--- config.mk ---
export PLATFORM = sky130hd
export DESIGN_NAME = dac_write_arbiter
export DESIGN_NICKNAME = d
export VERILOG_FILES = /design/src/rtl/dac_write_arbiter.sv
export SDC_FILE = /design/constraint.sdc
export NUM_CORES = 1
export LEC_CHECK = 0
export CAP_MARGIN = 30
export CORE_MARGIN = 1
export CORE_UTILIZATION = 43
export CTS_CLUSTER_SIZE = 25
export DETAILED_ROUTE_END_ITERATION = 8
export PLACE_DENSITY = 0.8
export SYNTH_ARGS = -nofsm -noshare
export SYNTH_HDL_FRONTEND = slang
export SYNTH_SLANG_ARGS = --single-unit
export TNS_END_PERCENT = 100
--- constraint.sdc ---
create_clock -name clk -period 1.6 [get_ports clk]
set_input_delay 0.24 -clock clk [delete_from_list [all_inputs] [get_ports clk]]
set_output_delay 0.24 -clock clk [all_outputs]
set_load 0.005 [all_outputs]
--- src/rtl/dac_write_arbiter.sv ---
// dac_write_arbiter: shares one dual-channel DAC bus between the PS command
// path and the servo datapath. Each accepted request drives a fixed
// setup -> strobe -> hold write cycle on the pins. When the HOLD state ends,
// the written code is copied into a per-channel shadow register for readback.
// Configuration macro: DAC_ARB_ROUND_ROBIN_EN. When it is defined, ties are
// resolved round-robin. When it is undefined, the servo wins every tie.
module dac_write_arbiter #(
    parameter int unsigned                DAC_DATA_WIDTH = 14,
    parameter logic [DAC_DATA_WIDTH-1:0]  MIDSCALE       = 14'h2000
) (
    input  logic                      clk,
    input  logic                      rst_ni,
    input  logic                      ps_valid_i,
    input  logic                      ps_sel_i,
    input  logic [DAC_DATA_WIDTH-1:0] ps_data_i,
    output logic                      ps_ready_o,
    input  logic                      lp_valid_i,
    input  logic                      lp_sel_i,
    input  logic [DAC_DATA_WIDTH-1:0] lp_data_i,
    output logic                      lp_ready_o,
    output logic [DAC_DATA_WIDTH-1:0] dac_dat_o,
    output logic                      dac_sel_o,
    output logic                      dac_wrt_o,
    output logic [DAC_DATA_WIDTH-1:0] shadow_a_o,
    output logic [DAC_DATA_WIDTH-1:0] shadow_b_o,
    output logic                      busy_o,
    output logic                      grant_o
);

    typedef enum logic [1:0] {
        ST_IDLE   = 2'd0,
        ST_SETUP  = 2'd1,
        ST_STROBE = 2'd2,
        ST_HOLD   = 2'd3
    } state_e;

    state_e                    state_q, state_d;
    logic [DAC_DATA_WIDTH-1:0] dat_q, dat_d;
    logic [DAC_DATA_WIDTH-1:0] shadow_a_q, shadow_a_d;
    logic [DAC_DATA_WIDTH-1:0] shadow_b_q, shadow_b_d;
    logic                      sel_q, sel_d;
    logic                      wrt_q, wrt_d;
    logic                      grant_q, grant_d;
    logic                      busy_q, busy_d;
    logic                      ps_win_s, lp_win_s;
    logic                      idle_s;

    assign idle_s = (state_q == ST_IDLE);

    // Combinational arbitration between the two valids.
    // grant_q == 1 means the servo owned the last write, so PS wins the next tie.
    always_comb begin
        ps_win_s = 1'b0;
        lp_win_s = 1'b0;
        if (ps_valid_i && lp_valid_i) begin
`ifdef DAC_ARB_ROUND_ROBIN_EN
            if (grant_q) begin
                ps_win_s = 1'b1;
            end else begin
                lp_win_s = 1'b1;
            end
`else
            lp_win_s = 1'b1;
`endif
        end else if (ps_valid_i) begin
            ps_win_s = 1'b1;
        end else if (lp_valid_i) begin
            lp_win_s = 1'b1;
        end else begin
            ps_win_s = 1'b0;
            lp_win_s = 1'b0;
        end
    end

    // A request is accepted only in IDLE, in the same cycle it wins arbitration.
    assign ps_ready_o = idle_s & ps_win_s;
    assign lp_ready_o = idle_s & lp_win_s;

    // Next-state logic for the fixed write sequence.
    always_comb begin
        state_d = state_q;
        case (state_q)
            ST_IDLE: begin
                if (ps_win_s || lp_win_s) begin
                    state_d = ST_SETUP;
                end else begin
                    state_d = ST_IDLE;
                end
            end
            ST_SETUP:  state_d = ST_STROBE;
            ST_STROBE: state_d = ST_HOLD;
            ST_HOLD:   state_d = ST_IDLE;
            default:   state_d = ST_IDLE;
        endcase
    end

    // Output and datapath next values: latch the winner, drive the strobe, update the shadow.
    always_comb begin
        dat_d      = dat_q;
        sel_d      = sel_q;
        grant_d    = grant_q;
        shadow_a_d = shadow_a_q;
        shadow_b_d = shadow_b_q;
        case (state_q)
            ST_IDLE: begin
                if (ps_win_s) begin
                    dat_d   = ps_data_i;
                    sel_d   = ps_sel_i;
                    grant_d = 1'b0;
                end else if (lp_win_s) begin
                    dat_d   = lp_data_i;
                    sel_d   = lp_sel_i;
                    grant_d = 1'b1;
                end else begin
                    dat_d   = dat_q;
                end
            end
            ST_HOLD: begin
                if (sel_q) begin
                    shadow_b_d = dat_q;
                end else begin
                    shadow_a_d = dat_q;
                end
            end
            default: begin
                dat_d = dat_q;
            end
        endcase
        wrt_d  = (state_d == ST_STROBE);
        busy_d = (state_d != ST_IDLE);
    end

    // State register. An asynchronous reset drops any write that is in flight.
    always_ff @(posedge clk or negedge rst_ni) begin
        if (!rst_ni) begin
            state_q <= ST_IDLE;
        end else begin
            state_q <= state_d;
        end
    end

    // Registered pins, strobe, shadows and status outputs.
    always_ff @(posedge clk or negedge rst_ni) begin
        if (!rst_ni) begin
            dat_q      <= MIDSCALE;
            sel_q      <= 1'b0;
            wrt_q      <= 1'b0;
            grant_q    <= 1'b1;
            busy_q     <= 1'b0;
            shadow_a_q <= MIDSCALE;
            shadow_b_q <= MIDSCALE;
        end else begin
            dat_q      <= dat_d;
            sel_q      <= sel_d;
            wrt_q      <= wrt_d;
            grant_q    <= grant_d;
            busy_q     <= busy_d;
            shadow_a_q <= shadow_a_d;
            shadow_b_q <= shadow_b_d;
        end
    end

    assign dac_dat_o  = dat_q;
    assign dac_sel_o  = sel_q;
    assign dac_wrt_o  = wrt_q;
    assign grant_o    = grant_q;
    assign busy_o     = busy_q;
    assign shadow_a_o = shadow_a_q;
    assign shadow_b_o = shadow_b_q;

endmodule

==> results.md <==
- Die ar.: 0.005055 mm2
- DR vias/cell: 5.159
- Slew @ Worst Pin: 0.2557 ns
- R2R setup slack: 0.12 ns
- Util after Layout: 71.31%
- Cells after Synth: 164
- Crit path arrival time: 1.31 ns
- Post-Syn Area: 0.002053 mm2
- Detailed-router iteration count before antenna repair: 6
- Min cycle time layout: 1.549 ns
- DR DRC count: 12
- Post-Route Skew: 0.007135 ns
- WP buf/inv: 1
- EDFF count, synth: 0
- Crit path largest cell delay: 0.55 ns
- Initial antenna violation count: 0
- Cell chain of the critical path: clkdlybuf4s50_1
- Synthesized area per cell: 12.52 um2
- Initial drt markers: 72
- RSZ-0062 raised after global routing: no
- Largest net degree at the start of global routing: 49
- Status: finished, violations left
- Synth top cells by count: dfrtp_1, mux2_2, nor2_1
- Final WL: 5014 um
- Syn. warnings: 0
- Switching Fraction: 30.68%
- WHS: 0.4395 ns
- Rel. slew slack: 82.95%
- Slowest CP cell: clkdlybuf4s50_1
- # rows: 24
- CP Class: flip-flop to output pin
- Initial Util: 45.89%
- Hpwl dp: 3369 um
- Io pins: 82
- Net Count, Synth: 203
- CORE AREA: 0.004474 mm2
- Vias: 1625
- First-pass GRT wire length: 7976 um
- Layout fillers: 328
- Sequential fraction of the synthesis area: 58.74%
- Sequential fraction of design power: 37.2%
- Placed Cells: 303
- H-tree levels: 2
- Die Width: 71.10 um
- Count leader, synth: dfrtp_1
- Remaining antenna violation count: 0
- Reg area: 0.001206 mm2
- Ant diodes: 0
- Async SR Flop Fraction: 100.0%
- Hold crit path type: input port to async pin
- Clock Tree Root: clkbuf_8
- Top FF cell, synth: dfrtp_1
- GRT Residual Overflow: 0
- Non-filler cells, final: 315
- Final setup violation count: 0
- Switching power: 1.932 mW
- Post-synth top area share: 53.63%
- Failing checks: DRC
- Top post-synthesis cells by area: dfrtp_1, mux2_2, and3b_1, dfstp_2, o22ai_1
- Vias in the first global route: 1598
- Worst-path fanout max: 5
- Pwr/cell area: 1974 mW/mm2
- Final hold violation count: 0
- Synth Register Bits: 48
- CP Launch Type: flip-flop
- Post-synth cell types: 17
- Gpl congestion: 0.7469
- Worst R2R Path Depth: 5
- Placed cell area: 0.003034 mm2
- Wire per inst: 15.92 um
- # clock sinks: 48
- Endpoint class of the critical path: output pin
- Design area: 0.003191 mm2
- Maximum clock path buffer count: 2
- Power Internal: 4.365 mW
- Final net count: 301
- Port bufs: 81
- Period utilization: 96.82%
- Leakage power: 1.453 nW
- Share of cells above drive strength 1: 24.71%
- CTS buffer count: 5
- Critical R2R Capture: shadow_a_o[12]
- CTS tree: done
- Clk_lat worst skew: 0.31 ns
- Area Overhead vs Synth: 55.39%
- Worst IR Drop VDD: 0.001116 V
- Worst r2r src: state_q[0]
- Tot GR Track Use: 20.84%
- Worst-path clk slew: 0.10 ns
- Comb power frac: 48.5%
- Clock network power share: 14.3%
- CP required: 1.36 ns
- Max-Cap Viols: 0
- Critical path's top delay family: buffers and inverters
- Area of the multi-input gates: 808.3 um2
- Die H: 71.10 um
- F_max: 645.5 MHz
- Pins Over Slew Limit: 0
- Synth area leader: dfrtp_1
==> cell families (layout without fill, tap and decap cells) <==
| kind of cell | Yosys count | in the layout | synth area share, % |
|---|---|---|---|
| simple gates | 55 | 55 | 15.11 |
| flops | 48 | 48 | 58.74 |
| mux | 29 | 29 | 16.09 |
| compound gates | 15 | 15 | 4.509 |
| buf+inv | 12 | 111 | 2.498 |
| fa+ha+maj | 5 | 5 | 3.047 |
==> power by group through the flow <==
stage / combinational [mW] / sequential (mW) / clock [mW]
2_1_floorplan: 1.17 / 2.35 / 0
3_3_place_gp: 2.90 / 2.34 / 0
3_5_place_dp: 2.98 / 2.36 / 0
5_1_grt: 3.30 / 2.43 / 0.968
6_report: 3.06 / 2.34 / 0.902
4_1_cts: 3.10 / 2.35 / 0.920
==> repair_timing <==
item                       in CTS  in global routing
hold buffers                    1                  0
resized for setup              10                  5
hold endpoints to repair       44                  0
pin swaps                       1                  0
setup buffers                   3                  0
setup endpoints to repair       4                  4
==> state kept, by name (all words and copies together), names as in the netlist <==
name	flops
dac_dat_o	14
shadow_a_o	14
shadow_b_o	14
state_q	2
busy_o	1
dac_sel_o	1
dac_wrt_o	1
grant_o	1
==> stage by stage <==
stage / setup WS [ns] / setup TNS, ns / power [mW]
floorplan: 0.1690 / 0 / 3.523
global placement: -0.06828 / -0.08020 / 5.244
detailed placement: -0.09167 / -0.1130 / 5.344
CTS: 0.004436 / 0 / 6.370
global route: 0.003727 / 0 / 6.698
finish: 0.05080 / 0 / 6.297
==> layer usage <==
layer | global-route usage (%) | wire [um] | part of all wire [%]
met1 | 26.89 | 2189 | 44
met2 | 35.36 | 2483 | 50
met3 | 4.701 | 295 | 5.9
met4 | 6.000 | 46 | 0.92
met5 | 0 | 0 | 0
==> cell usage in the layout, fill, tap and decap left out <==
| cell | n |
|---|---|
| o22ai_1 | 14 |
| ha_4 | 1 |
| dfstp_2 | 4 |
| inv_6 | 1 |
| inv_1 | 1 |
| buf_4 | 15 |
| ha_1 | 4 |
| inv_2 | 2 |
| buf_2 | 2 |
| clkdlybuf4s50_1 | 74 |
| clkinvlp_4 | 1 |
| dlygate4sd3_1 | 1 |
| or2_1 | 2 |
| nor3_1 | 15 |
| nand2b_1 | 1 |
| clkbuf_2 | 1 |
| dfrtp_1 | 44 |
| a21oi_1 | 1 |
| buf_12 | 3 |
| dlymetal6s2s_1 | 3 |
| mux2_4 | 1 |
| clkbuf_8 | 5 |
| and3b_1 | 15 |
| nand2_1 | 5 |
| mux2_2 | 28 |
| nor2b_1 | 1 |
| nor2_1 | 16 |
| dlygate4sd2_1 | 1 |
| bufinv_16 | 1 |
==> worst max path at each step <==
stage,from,to,slack [ns],cells after the start
finish,dac_dat_o[5],dac_dat_o[5],0.05,1
global route,dac_dat_o[5],dac_dat_o[5],0.004,1
CTS,dac_dat_o[13],dac_dat_o[13],0.004,1
detailed placement,lp_valid_i,lp_ready_o,-0.09,4
global placement,lp_valid_i,lp_ready_o,-0.07,4
floorplan,state_q[0],shadow_a_o[0],0.17,4
==> cell type report <==
type / count / area share [%]
Sequential cell: 48 / 37.80
Timing Repair Buffer: 100 / 30.86
Multi-Input combinational cell: 104 / 25.33
Clock buffer: 5 / 2.157
Tap cell: 52 / 2.039
Clock inverter: 3 / 1.451
Inverter: 3 / 0.3529
Note: power is estimated with default switching activity, not from simulation.
